<file path="config.mk">
export PLATFORM = sky130hd
export DESIGN_NAME = fifo_rd_ptr_ctrl_flat
export DESIGN_NICKNAME = d
export VERILOG_FILES = /design/src/rtl/fifo_rd_ptr_ctrl_if.sv /design/src/rtl/fifo_rd_ptr_ctrl.sv /design/src/flat_wrapper.sv
export SDC_FILE = /design/constraint.sdc
export NUM_CORES = 1
export LEC_CHECK = 0
export CORE_MARGIN = 4
export CORE_UTILIZATION = 50
export CTS_CLUSTER_SIZE = 12
export DETAILED_ROUTE_END_ITERATION = 10
export PLACE_DENSITY = 0.78
export SLEW_MARGIN = 20
export SYNTH_ARGS = -nofsm -noshare
export SYNTH_HDL_FRONTEND = slang
export SYNTH_SLANG_ARGS = --single-unit
</file>
<file path="constraint.sdc">
create_clock -name clk -period 3.2 [get_ports clk]
set_input_delay 0.32 -clock clk [delete_from_list [all_inputs] [get_ports clk]]
set_output_delay 0.32 -clock clk [all_outputs]
set_load 0.02 [all_outputs]
</file>
<file path="src/rtl/fifo_rd_ptr_ctrl_if.sv">
// Read-side bus of the dual-clock FIFO: write-pointer input, consumer handshake,
// RAM address and status. master = consumer/write-side view, slave = controller.
interface fifo_rd_ptr_ctrl_if #(
   parameter int unsigned addr_width = 5
);
   logic [addr_width:0]   wr_ptr_gray;
   logic                  rd_en;
   logic [addr_width-1:0] rd_addr;
   logic                  rd_valid;
   logic                  empty;
   logic [addr_width:0]   rd_count;
   logic                  underflow;
   logic [addr_width:0]   rd_ptr_gray;

   modport master (
      output wr_ptr_gray, rd_en,
      input  rd_addr, rd_valid, empty, rd_count, underflow, rd_ptr_gray
   );

   modport slave (
      input  wr_ptr_gray, rd_en,
      output rd_addr, rd_valid, empty, rd_count, underflow, rd_ptr_gray
   );
endinterface

</file>
<file path="src/rtl/fifo_rd_ptr_ctrl.sv">
// Read-domain pointer controller for the dual-clock FIFO: write-pointer sync,
// Gray/binary conversion, read pointer ownership, empty/occupancy/underflow.
module fifo_rd_ptr_ctrl #(
   parameter int unsigned addr_width = 5
) (
   input  logic                clk,
   input  logic                rst_n,
   fifo_rd_ptr_ctrl_if.slave   bus
);
   localparam int unsigned PW = addr_width + 1;

   logic [PW-1:0] r_wq1;
   logic [PW-1:0] r_wq2;
   logic [PW-1:0] r_rd_bin;
   logic [PW-1:0] r_rd_gray;
   logic [PW-1:0] r_count;
   logic          r_empty;
   logic          r_valid;
   logic          r_underflow;

   logic [PW-1:0] w_wr_bin;
   logic [PW-1:0] w_rd_bin_next;
   logic [PW-1:0] w_rd_gray_next;
   logic          w_acc;

   // Synced write pointer to binary, accept decision, next read pointer
   always_comb begin
      w_wr_bin = '0;
      for (int unsigned i = 0; i < PW; i++) begin
         w_wr_bin[i] = ^(r_wq2 >> i);
      end
      w_acc          = bus.rd_en & ~r_empty;
      w_rd_bin_next  = r_rd_bin + PW'(w_acc);
      w_rd_gray_next = w_rd_bin_next ^ (w_rd_bin_next >> 1);
   end

   // Empty compares against the pre-edge synced pointer, so writes appear one edge after wq2
   always_ff @(posedge clk or negedge rst_n) begin
      if (!rst_n) begin
         r_wq1       <= '0;
         r_wq2       <= '0;
         r_rd_bin    <= '0;
         r_rd_gray   <= '0;
         r_count     <= '0;
         r_empty     <= 1'b1;
         r_valid     <= 1'b0;
         r_underflow <= 1'b0;
      end else begin
         r_wq1       <= bus.wr_ptr_gray;
         r_wq2       <= r_wq1;
         r_rd_bin    <= w_rd_bin_next;
         r_rd_gray   <= w_rd_gray_next;
         r_count     <= w_wr_bin - w_rd_bin_next;
         r_empty     <= (w_rd_gray_next == r_wq2);
         r_valid     <= w_acc;
         r_underflow <= bus.rd_en & r_empty;
      end
   end

   assign bus.rd_addr     = r_rd_bin[addr_width-1:0];
   assign bus.rd_ptr_gray = r_rd_gray;
   assign bus.rd_count    = r_count;
   assign bus.empty       = r_empty;
   assign bus.rd_valid    = r_valid;
   assign bus.underflow   = r_underflow;

endmodule

</file>
<file path="src/flat_wrapper.sv">
// flat-port wrapper written by rule: the top's interface ports become plain ports
module fifo_rd_ptr_ctrl_flat 
#(
   parameter int unsigned addr_width = 5
)
  (clk, rst_n, bus_wr_ptr_gray, bus_rd_en, bus_rd_addr, bus_rd_valid, bus_empty, bus_rd_count, bus_underflow, bus_rd_ptr_gray);
  fifo_rd_ptr_ctrl_if #(.addr_width(addr_width)) bus_i ();
  input  logic clk;
  input  logic rst_n;
  input wire logic [$bits(bus_i.wr_ptr_gray)-1:0] bus_wr_ptr_gray;
  input wire logic [$bits(bus_i.rd_en)-1:0] bus_rd_en;
  output wire logic [$bits(bus_i.rd_addr)-1:0] bus_rd_addr;
  output wire logic [$bits(bus_i.rd_valid)-1:0] bus_rd_valid;
  output wire logic [$bits(bus_i.empty)-1:0] bus_empty;
  output wire logic [$bits(bus_i.rd_count)-1:0] bus_rd_count;
  output wire logic [$bits(bus_i.underflow)-1:0] bus_underflow;
  output wire logic [$bits(bus_i.rd_ptr_gray)-1:0] bus_rd_ptr_gray;
  assign bus_i.wr_ptr_gray = bus_wr_ptr_gray;
  assign bus_i.rd_en = bus_rd_en;
  assign bus_rd_addr = bus_i.rd_addr;
  assign bus_rd_valid = bus_i.rd_valid;
  assign bus_empty = bus_i.empty;
  assign bus_rd_count = bus_i.rd_count;
  assign bus_underflow = bus_i.underflow;
  assign bus_rd_ptr_gray = bus_i.rd_ptr_gray;
  fifo_rd_ptr_ctrl #(.addr_width(addr_width)) u_core (.clk(clk), .rst_n(rst_n), .bus(bus_i));
endmodule
</file>
==> results of run 1 <==
==> critical path, delay by kind of cell, from the launching register on <==
kind                       cells  cell delay (ns)
AOI/OAI and AO/OA              1             0.30
xor gates and xnor gates       1             0.11
adders and majority gates      3             1.12
buffers and inverters          1             0.12
DFF                            1             0.55
and+or+nand+nor                3             0.27
==> worst max-delay path by stage <==
| stage | cells after the start | to | slack (ns) |
|---|---|---|---|
| final | 9 | u_core.bus.rd_count[4] | 0.64 |
| after global routing | 9 | u_core.bus.rd_count[4] | 0.54 |
| after CTS | 9 | u_core.bus.rd_count[4] | 0.64 |
| after detailed placement | 10 | u_core.bus.rd_count[4] | 0.33 |
| after global placement | 10 | u_core.bus.rd_count[4] | 0.45 |
| after floorplan | 9 | u_core.bus.rd_count[4] | 0.74 |
==> sequential cells by signal, indices dropped and copies added, names as in the netlist <==
register                flops
u_core.r_wq1                6
u_core.bus.rd_ptr_gray      5
u_core.bus.underflow        1
u_core.bus.rd_valid         1
u_core.bus.empty            1
u_core.r_rd_bin             6
u_core.bus.rd_count         6
u_core.r_wq2                6
==> power groups by stage <==
stage	Combinational, mW	Sequential (mW)	Clock [mW]
floorplan	0.636	0.749	0
global placement	1.09	0.627	0
detailed placement	1.12	0.630	0
CTS	1.13	0.622	0.266
global route	1.22	0.635	0.288
finish	1.11	0.619	0.257
==> layout make-up <==
class	count	share of cell area, %
sequential	32	44.4
tap	31	2.15
clock buffer	8	3.81
timing repair buffer	29	15.9
inverter	9	1.87
multi-input combinational	68	31.8
==> synthesized netlist by cell type <==
master / count
dfrtp_1: 31
xnor2_2: 4
or3_1: 1
xnor3_1: 1
ha_1: 5
inv_1: 9
a21oi_1: 3
buf_2: 2
o21a_1: 1
nor3_1: 3
xor2_1: 6
and3_1: 1
nand3_1: 3
o21bai_2: 1
nor3b_1: 1
nor2b_1: 1
maj3_1: 1
xnor2_1: 18
and2_1: 2
nand2_1: 6
dfstp_2: 1
mux2i_1: 1
a311oi_1: 1
nor2_1: 3
o21ai_0: 2
maj3_2: 1
fa_1: 1
or3_2: 1
==> per-stage QoR <==
step           setup slack, ns  instances  hold slack (ns)  power [mW]  util [%]
2_1_floorplan            0.740        111           0.0244        1.39         -
3_3_place_gp             0.452        169            0.332        1.72      63.5
3_5_place_dp             0.327        169            0.347        1.75      63.5
4_1_cts                  0.635        177            0.363        2.02      66.0
5_1_grt                  0.536        177            0.368        2.14      66.0
6_report                 0.639        177            0.361        1.99      66.0
==> per-layer routing <==
layer / vias to the layer above / share of wire, %
met1: 431 / 40
met2: 25 / 51
met4: 0 / 2.9
li1: 426 / -
met5: - / 0
met3: 9 / 5.7
==> logic make-up after synthesis <==
| family | Yosys count | share of synthesized area, % |
|---|---|---|
| flops | 32 | 56.5 |
| xor+xnor | 29 | 21.0 |
| simple gates | 22 | 7.75 |
| buf+inv | 11 | 3.08 |
| compound gates | 8 | 3.70 |
| fa+ha+maj | 8 | 7.31 |
| mux | 1 | 0.705 |
==> report_table.html, run 1 <==
<table>
<tr><th>Metric</th><th>Value</th></tr>
<tr><th colspan="2">Floorplan</th></tr>
<tr><td>Initial cell density of the core</td><td>51.9%</td></tr>
<tr><td>Number of I/O pins</td><td>29</td></tr>
<tr><td>Die outline area</td><td>3760 sq um</td></tr>
<tr><td>Horizontal die dimension</td><td>61.3 microns</td></tr>
<tr><td>Floorplan core area</td><td>2730 sq um</td></tr>
<tr><td>Height of the die</td><td>61.3 microns</td></tr>
<tr><td>Number of placement rows</td><td>19</td></tr>
<tr><th colspan="2">Outcome</th></tr>
<tr><td>Outcome</td><td>complete, no violations</td></tr>
<tr><th colspan="2">Worst setup path</th></tr>
<tr><td>Worst Setup End Kind</td><td>flip-flop</td></tr>
<tr><td>CP cell instances</td><td>nor2b_1, ha_1, ha_1, inv_1, fa_1, nor2_1, nor3b_1, a311oi_1, xnor2_1</td></tr>
<tr><td>Worst-path maximum fanout</td><td>6</td></tr>
<tr><td>Startpoint type of the worst setup path</td><td>flip-flop</td></tr>
<tr><td>Crit-path slowest cell</td><td>dfstp_2</td></tr>
<tr><td>Endpoint of the most critical register-to-register path</td><td>u_core.bus.rd_count[4]</td></tr>
<tr><td>Start of the worst register-to-register path</td><td>u_core.bus.empty</td></tr>
<tr><td>Required time worst endpoint</td><td>3.41 ns</td></tr>
<tr><td>CP arrival</td><td>2.77 ns</td></tr>
<tr><td>Worst setup startpoint</td><td>u_core.bus.empty</td></tr>
<tr><td>Worst reg-to-reg path cell count</td><td>9</td></tr>
<tr><td>Class of the most critical setup path</td><td>flip-flop to flip-flop</td></tr>
<tr><td>Most common cell type on the critical path</td><td>ha_1</td></tr>
<tr><td>Critical path's largest stage delay</td><td>0.55 ns</td></tr>
<tr><td>Setup slack of the most critical reg-to-reg path</td><td>0.64 ns</td></tr>
<tr><th colspan="2">Timing</th></tr>
<tr><td>Setup repair after global routing missed its margin</td><td>no</td></tr>
<tr><td>Largest clock skew in the final design</td><td>0.00883 ns</td></tr>
<tr><td>Worst slew margin relative to its limit</td><td>71.2%</td></tr>
<tr><td>Number of max-slew violations in the final report</td><td>0</td></tr>
<tr><td>Setup total negative slack</td><td>0 ns</td></tr>
<tr><td>Minimum clock period after layout</td><td>2.56 ns</td></tr>
<tr><td>Worst-Margin Slew</td><td>0.429 ns</td></tr>
<tr><td>Final Hold Fails</td><td>0</td></tr>
<tr><td>Max Fclk</td><td>391 MHz</td></tr>
<tr><td>Final setup viols</td><td>0</td></tr>
<tr><td>Fraction of the cycle the final worst path needs</td><td>80.0%</td></tr>
<tr><th colspan="2">Synthesis</th></tr>
<tr><td>Mapped Nets</td><td>126</td></tr>
<tr><td>Syn_area_per_cell</td><td>12.8 sq um</td></tr>
<tr><td>Biggest area consumer among synthesized cells</td><td>dfrtp_1</td></tr>
<tr><td>Share of Yosys cell area claimed by the top area cell type</td><td>54.6%</td></tr>
<tr><td>Number of warnings issued by yosys</td><td>0</td></tr>
<tr><td>Register bit count reported by yosys</td><td>32</td></tr>
<tr><td>Distinct cell type count of the synthesized netlist</td><td>28</td></tr>
<tr><td>Cells after synthesis</td><td>111</td></tr>
<tr><td>Dominant cells by area after synthesis</td><td>dfrtp_1, xnor2_1, xnor2_2</td></tr>
<tr><td>Synthesized cell area</td><td>1420 sq um</td></tr>
<tr><td>Share of synthesized area occupied by flip-flops and latches</td><td>56.5%</td></tr>
<tr><th colspan="2">Placement</th></tr>
<tr><td>Placer's final routability congestion estimate</td><td>0.845</td></tr>
<tr><td>Post-placement cell area</td><td>1740 sq um</td></tr>
<tr><td>Input/output buffers</td><td>28</td></tr>
<tr><td>Half-perimeter wire length after placement</td><td>1.89 mm</td></tr>
<tr><th colspan="2">Layout</th></tr>
<tr><td>Antenna Diode Count</td><td>0</td></tr>
<tr><td>Most common library cell in the layout ignoring fill and taps</td><td>dfrtp_1</td></tr>
<tr><td>Area delta synth-&gt;final</td><td>27.1%</td></tr>
<tr><td>Combined area of the multi-input logic cells</td><td>574 sq um</td></tr>
<tr><td>Fraction of layout cells with a size suffix above 1</td><td>11.0%</td></tr>
<tr><td>Most used cells in the layout excluding fill and tap cells</td><td>dfrtp_1, clkdlybuf4s50_1, xnor2_1</td></tr>
<tr><td>Layout filler cell count</td><td>210</td></tr>
<tr><td>Final #Nets</td><td>160</td></tr>
<tr><td>Final standard cell area without fillers</td><td>1810 sq um</td></tr>
<tr><td>Seq. cell area</td><td>802 sq um</td></tr>
<tr><th colspan="2">Clock network</th></tr>
<tr><td>Cell chosen for the clock root</td><td>clkbuf_4</td></tr>
<tr><td>CTS Sinks</td><td>32</td></tr>
<tr><td>Clock tree from TritonCTS</td><td>yes</td></tr>
<tr><td>Skew-Pair Late Insertion Delay</td><td>0.33 ns</td></tr>
<tr><td>Worst-case clock buffer depth</td><td>2</td></tr>
<tr><td>Number of H-tree branching levels</td><td>2</td></tr>
<tr><td>Number of buffers inserted for hold repair after clock tree synthesis</td><td>0</td></tr>
<tr><td>Resized Gates After CTS</td><td>0</td></tr>
<tr><td>Number of clock buffers inserted by TritonCTS</td><td>5</td></tr>
<tr><td>Post-CTS Setup Inserts</td><td>0</td></tr>
<tr><td>Clock slew at the register clock pins of the worst setup and hold paths</td><td>0.09 ns</td></tr>
<tr><th colspan="2">Hold path</th></tr>
<tr><td>Worst min-delay path class</td><td>flip-flop to flip-flop</td></tr>
<tr><td>Hold Path Stages</td><td>0</td></tr>
<tr><td>Worst min-delay path endpoint</td><td>u_core.r_wq2[5]</td></tr>
<tr><td>Hold Startpoint</td><td>u_core.r_wq1[5]</td></tr>
<tr><th colspan="2">Power and ir drop</th></tr>
<tr><td>Combinational share of power</td><td>55.9%</td></tr>
<tr><td>Leak</td><td>0.799 nW</td></tr>
<tr><td>Sw Share</td><td>38.7%</td></tr>
<tr><td>Pint</td><td>1.22 mW</td></tr>
<tr><td>Part of the total power dissipated in sequential elements</td><td>31.2%</td></tr>
<tr><td>Power density over the cells</td><td>1100 nW/um^2</td></tr>
<tr><td>IR drop worst, VDD</td><td>0.716 mV</td></tr>
<tr><td>Power share of the clock group</td><td>12.9%</td></tr>
<tr><td>Switch Pwr</td><td>769 uW</td></tr>
<tr><th colspan="2">Routing</th></tr>
<tr><td>DR vias/cell</td><td>5.03</td></tr>
<tr><td>Detailed Route Iter0 Violations</td><td>29</td></tr>
<tr><td>Iteration count of the initial detailed-routing pass</td><td>4</td></tr>
<tr><td>DRC</td><td>0</td></tr>
<tr><td>Vias after detailed routing</td><td>891</td></tr>
<tr><td>Remaining number of nets flagged by the antenna check after routing</td><td>0</td></tr>
<tr><td>Detail-routed net length per standard cell</td><td>13.6 microns</td></tr>
<tr><td>Routed Wire Length</td><td>2.41 mm</td></tr>
<tr><th colspan="2">GRT</th></tr>
<tr><td>Most Used Layer, Global Route</td><td>met2</td></tr>
<tr><td>Remaining Overflow, GRT</td><td>0</td></tr>
<tr><td>Vias in the first global route</td><td>898</td></tr>
<tr><td>Global routing met2 resource utilization</td><td>24.6%</td></tr>
<tr><td>Global-route wire length before repair</td><td>3.86 mm</td></tr>
<tr><td>Global routing usage summed across all routing layers</td><td>14.9%</td></tr>
<tr><td>Met3 usage</td><td>4.61%</td></tr>
<tr><td>Antenna violations before repair</td><td>0</td></tr>
<tr><td>Met1 usage in global routing</td><td>16.4%</td></tr>
<tr><td>Maximum number of pins on one net before global-route repair</td><td>33</td></tr>
<tr><th colspan="2">Job</th></tr>
<tr><td>Max-cap violation count</td><td>0</td></tr>
</table>
Power figures use the tool's default switching activity.
==> run 2, diff against run 1 <==
CORE_UTILIZATION = 45   (was 50)
PLACE_DENSITY = 0.74   (was 0.78)
clock period = 2.06 ns   (was 3.2 ns; I/O delays follow)
==> run 2 against run 1 <==
The run now ends with negative setup slack left. Clock-buffer cell count is the same. Maximum frequency increased by 12%. Combinational power increased by 120%. Largest cell class unchanged. Largest power group unchanged. Highest routed layer unchanged.
==> report_table.html, run 2 (same netlist as run 1, synthesis figures left out) <==
<table>
<tr><th>Metric</th><th>Value</th></tr>
<tr><th colspan="2">Power and ir drop</th></tr>
<tr><td>IR drop worst, VDD</td><td>0.613 mV (was 0.716 mV)</td></tr>
<tr><td>Leak</td><td>0.973 nW (was 0.799 nW)</td></tr>
<tr><td>Total chip power</td><td>3.79 mW (was 1.99 mW)</td></tr>
<tr><td>Sw Share</td><td>38.4% (was 38.7%)</td></tr>
<tr><td>Combinational share of power</td><td>64.3% (was 55.9%)</td></tr>
<tr><td>Pint</td><td>2.33 mW (was 1.22 mW)</td></tr>
<tr><td>Power density over the cells</td><td>1750 nW/um^2 (was 1100 nW/um^2)</td></tr>
<tr><td>Switch Pwr</td><td>1.45 mW (was 769 uW)</td></tr>
<tr><td>Part of the total power dissipated in sequential elements</td><td>26.1% (was 31.2%)</td></tr>
<tr><td>Power share of the clock group</td><td>9.6% (was 12.9%)</td></tr>
<tr><th colspan="2">Layout</th></tr>
<tr><td>Most common library cell in the layout ignoring fill and taps</td><td>dfrtp_1 (unchanged)</td></tr>
<tr><td>Fraction of layout cells with a size suffix above 1</td><td>36.2% (was 11.0%)</td></tr>
<tr><td>Most used cells in the layout excluding fill and tap cells</td><td>dfrtp_1, clkdlybuf4s50_1, buf_4 (was dfrtp_1, clkdlybuf4s50_1, xnor2_1)</td></tr>
<tr><td>Final #Nets</td><td>188 (was 160)</td></tr>
<tr><td>Layout filler cell count</td><td>192 (was 210)</td></tr>
<tr><td>Antenna Diode Count</td><td>0 (unchanged)</td></tr>
<tr><td>Area delta synth-&gt;final</td><td>52.8% (was 27.1%)</td></tr>
<tr><td>Count of non-filler cells in the finished layout</td><td>218 (was 177)</td></tr>
<tr><td>Combined area of the multi-input logic cells</td><td>702 sq um (was 574 sq um)</td></tr>
<tr><td>Seq. cell area</td><td>802 sq um (unchanged)</td></tr>
<tr><th colspan="2">Timing</th></tr>
<tr><td>Worst-Margin Slew</td><td>0.606 ns (was 0.429 ns)</td></tr>
<tr><td>Setup repair after global routing missed its margin</td><td>yes (was no)</td></tr>
<tr><td>Max Fclk</td><td>437 MHz (was 391 MHz)</td></tr>
<tr><td>Final worst slack</td><td>-0.231 ns (was 0.639 ns)</td></tr>
<tr><td>Final Hold Fails</td><td>0 (unchanged)</td></tr>
<tr><td>Final setup viols</td><td>5 (was 0)</td></tr>
<tr><td>Fraction of the cycle the final worst path needs</td><td>111% (was 80.0%)</td></tr>
<tr><td>Largest clock skew in the final design</td><td>0.0111 ns (was 0.00883 ns)</td></tr>
<tr><td>Number of max-slew violations in the final report</td><td>0 (unchanged)</td></tr>
<tr><td>Worst slew margin relative to its limit</td><td>59.5% (was 71.2%)</td></tr>
<tr><td>Final hold slack</td><td>0.247 ns (was 0.361 ns)</td></tr>
<tr><td>Minimum clock period after layout</td><td>2.29 ns (was 2.56 ns)</td></tr>
<tr><th colspan="2">Floorplan</th></tr>
<tr><td>Number of I/O pins</td><td>29 (unchanged)</td></tr>
<tr><td>Floorplan core area</td><td>3030 sq um (was 2730 sq um)</td></tr>
<tr><td>Height of the die</td><td>64.2 microns (was 61.3 microns)</td></tr>
<tr><td>Number of placement rows</td><td>20 (was 19)</td></tr>
<tr><td>Horizontal die dimension</td><td>64.2 microns (was 61.3 microns)</td></tr>
<tr><td>Initial cell density of the core</td><td>46.9% (was 51.9%)</td></tr>
<tr><td>Die outline area</td><td>4120 sq um (was 3760 sq um)</td></tr>
<tr><th colspan="2">GRT</th></tr>
<tr><td>Antenna violations before repair</td><td>0 (unchanged)</td></tr>
<tr><td>Global routing usage summed across all routing layers</td><td>15.5% (was 14.9%)</td></tr>
<tr><td>Vias in the first global route</td><td>1074 (was 898)</td></tr>
<tr><td>Remaining Overflow, GRT</td><td>0 (unchanged)</td></tr>
<tr><td>Global-route wire length before repair</td><td>4.83 mm (was 3.86 mm)</td></tr>
<tr><td>Maximum number of pins on one net before global-route repair</td><td>21 (was 33)</td></tr>
<tr><th colspan="2">Worst setup path</th></tr>
<tr><td>Class of the most critical setup path</td><td>flip-flop to flip-flop (unchanged)</td></tr>
<tr><td>Required time worst endpoint</td><td>2.32 ns (was 3.41 ns)</td></tr>
<tr><td>Most common cell type on the critical path</td><td>ha_2 (was ha_1)</td></tr>
<tr><td>CP arrival</td><td>2.55 ns (was 2.77 ns)</td></tr>
<tr><td>Critical Path Stages</td><td>9 (unchanged)</td></tr>
<tr><td>Crit-path slowest cell</td><td>dfstp_2 (unchanged)</td></tr>
<tr><td>Buffers &amp; Inverters on Critical Path</td><td>1 (unchanged)</td></tr>
<tr><td>Worst-path maximum fanout</td><td>4 (was 6)</td></tr>
<tr><td>Start of the worst register-to-register path</td><td>u_core.bus.empty (unchanged)</td></tr>
<tr><td>Critical path's largest stage delay</td><td>0.55 ns (about the same)</td></tr>
<tr><td>Cell family with the largest share of critical-path delay</td><td>adder cells (unchanged)</td></tr>
<tr><td>CP cell instances</td><td>nor2b_2, ha_2, ha_2, inv_2, fa_2, nor2_2, nor3b_2, a311oi_2, xnor2_1 (was nor2b_1, ha_1, ha_1, inv_1, fa_1, nor2_1, nor3b_1, a311oi_1, xnor2_1)</td></tr>
<tr><td>Worst setup startpoint</td><td>u_core.bus.empty (unchanged)</td></tr>
<tr><td>Worst reg-to-reg path cell count</td><td>9 (unchanged)</td></tr>
<tr><td>Startpoint type of the worst setup path</td><td>flip-flop (unchanged)</td></tr>
<tr><td>Worst Setup End Kind</td><td>flip-flop (unchanged)</td></tr>
<tr><th colspan="2">Placement</th></tr>
<tr><td>Cell Count Post-Placement</td><td>202 (was 169)</td></tr>
<tr><td>Placer's final routability congestion estimate</td><td>0.784 (was 0.845)</td></tr>
<tr><td>Input/output buffers</td><td>28 (unchanged)</td></tr>
<tr><td>Half-perimeter wire length after placement</td><td>1.99 mm (was 1.89 mm)</td></tr>
<tr><th colspan="2">Clock network</th></tr>
<tr><td>Clock tree from TritonCTS</td><td>yes (unchanged)</td></tr>
<tr><td>Worst-case clock buffer depth</td><td>2 (unchanged)</td></tr>
<tr><td>Cell chosen for the clock root</td><td>clkbuf_4 (unchanged)</td></tr>
<tr><td>Number of clock buffers inserted by TritonCTS</td><td>5 (unchanged)</td></tr>
<tr><td>Skew-Pair Late Insertion Delay</td><td>0.33 ns (about the same)</td></tr>
<tr><td>Number of H-tree branching levels</td><td>2 (unchanged)</td></tr>
<tr><td>CTS Sinks</td><td>32 (unchanged)</td></tr>
<tr><td>Number of buffers inserted for hold repair after clock tree synthesis</td><td>0 (unchanged)</td></tr>
<tr><td>Clock slew at the register clock pins of the worst setup and hold paths</td><td>0.09 ns (about the same)</td></tr>
<tr><th colspan="2">Job</th></tr>
<tr><td>Max-cap violation count</td><td>0 (unchanged)</td></tr>
<tr><th colspan="2">Routing</th></tr>
<tr><td>Remaining number of nets flagged by the antenna check after routing</td><td>0 (unchanged)</td></tr>
<tr><td>Routed Wire Length</td><td>2.88 mm (was 2.41 mm)</td></tr>
<tr><td>DRC</td><td>0 (unchanged)</td></tr>
<tr><td>Detail-routed net length per standard cell</td><td>13.2 microns (was 13.6 microns)</td></tr>
<tr><td>Detailed Route Iter0 Violations</td><td>25 (was 29)</td></tr>
<tr><td>Iteration count of the initial detailed-routing pass</td><td>4 (unchanged)</td></tr>
<tr><td>Vias after detailed routing</td><td>1026 (was 891)</td></tr>
<tr><td>DR vias/cell</td><td>4.71 (was 5.03)</td></tr>
<tr><th colspan="2">Outcome</th></tr>
<tr><td>Outcome</td><td>complete, but fails checks (was complete, no violations)</td></tr>
<tr><td>Failing checks</td><td>negative setup slack</td></tr>
<tr><th colspan="2">Hold path</th></tr>
<tr><td>Worst min-delay path class</td><td>input pin to asynchronous set/reset pin (was flip-flop to flip-flop)</td></tr>
</table>
[run 2: repair_timing]
item	4_1_cts	5_1_grt
resized for setup	9	13
pin swaps	7	12
setup buffers	4	5
endpoints found under the setup margin	5	6
[run 2: final timing paths]
| check | slack, ns | endpoint |
|---|---|---|
| max in group asynchronous | 1.29 | u_core.r_wq1[3] |
| setup reg to reg | -0.23 | u_core.bus.rd_count[4] |
| min in group clk | 0.31 | u_core.r_wq1[4] |
| setup / recovery | -0.23 | u_core.bus.rd_count[4] |
| hold / removal | 0.25 | u_core.bus.rd_count[4] |
| hold reg to reg | 0.35 | u_core.r_wq2[1] |
[run 2: worst reg2reg max path: stages, from the launching register on]
cell	delay (ns)
dfstp_2	0.55
nor2b_2	0.05
ha_2	0.38
ha_2	0.19
inv_2	0.05
fa_2	0.42
nor2_2	0.12
nor3b_2	0.06
a311oi_2	0.26
xnor2_1	0.15
[run 2: final cells by class]
class                           instances  area share [%]
Tap cell                               44            2.54
Clock buffer                            8            2.71
Multi-Input combinational cell         68            32.4
Inverter                                9            1.56
Sequential cell                        32            37.0
Timing Repair Buffer                   57            23.9
[run 2: metrics by stage]
step / setup slack [ns] / area [sq um] / TNS (ns) / utilization [%]
CTS: -0.200 / 2080 / -0.646 / 68.6
finish: -0.231 / 2170 / -0.764 / 71.7
global placement: -0.399 / 1930 / -1.82 / 63.8
global route: -0.368 / 2170 / -1.29 / 71.7
floorplan: -0.149 / 1440 / -0.252 / -
detailed placement: -0.480 / 1930 / -2.31 / 63.8
[run 2: power groups by stage]
stage	Sequential, mW	Clock, mW	Combinational [mW]
2_1_floorplan	1.17	0	1.03
3_3_place_gp	0.978	0	1.98
3_5_place_dp	0.985	0	2.03
4_1_cts	0.985	0.382	2.20
5_1_grt	1.02	0.417	2.63
6_report	0.987	0.365	2.44
[run 2: per-layer routing]
| metal | vias up | GRT usage [%] | wire [microns] |
|---|---|---|---|
| li1 | 481 | - | - |
| met1 | 511 | 16.6 | 1140 |
| met2 | 27 | 27.9 | 1510 |
| met3 | 7 | 6.33 | 180 |
| met4 | 0 | 4.75 | 54 |
| met5 | - | 0 | 0 |
==> run 3, diff against run 2 <==
CTS_CLUSTER_SIZE = 16   (was 12)
TNS_END_PERCENT = 100   (was default)
==> results of run 3 <==
Same layout as run 2: the final DEF is identical, and so are final timing and power.
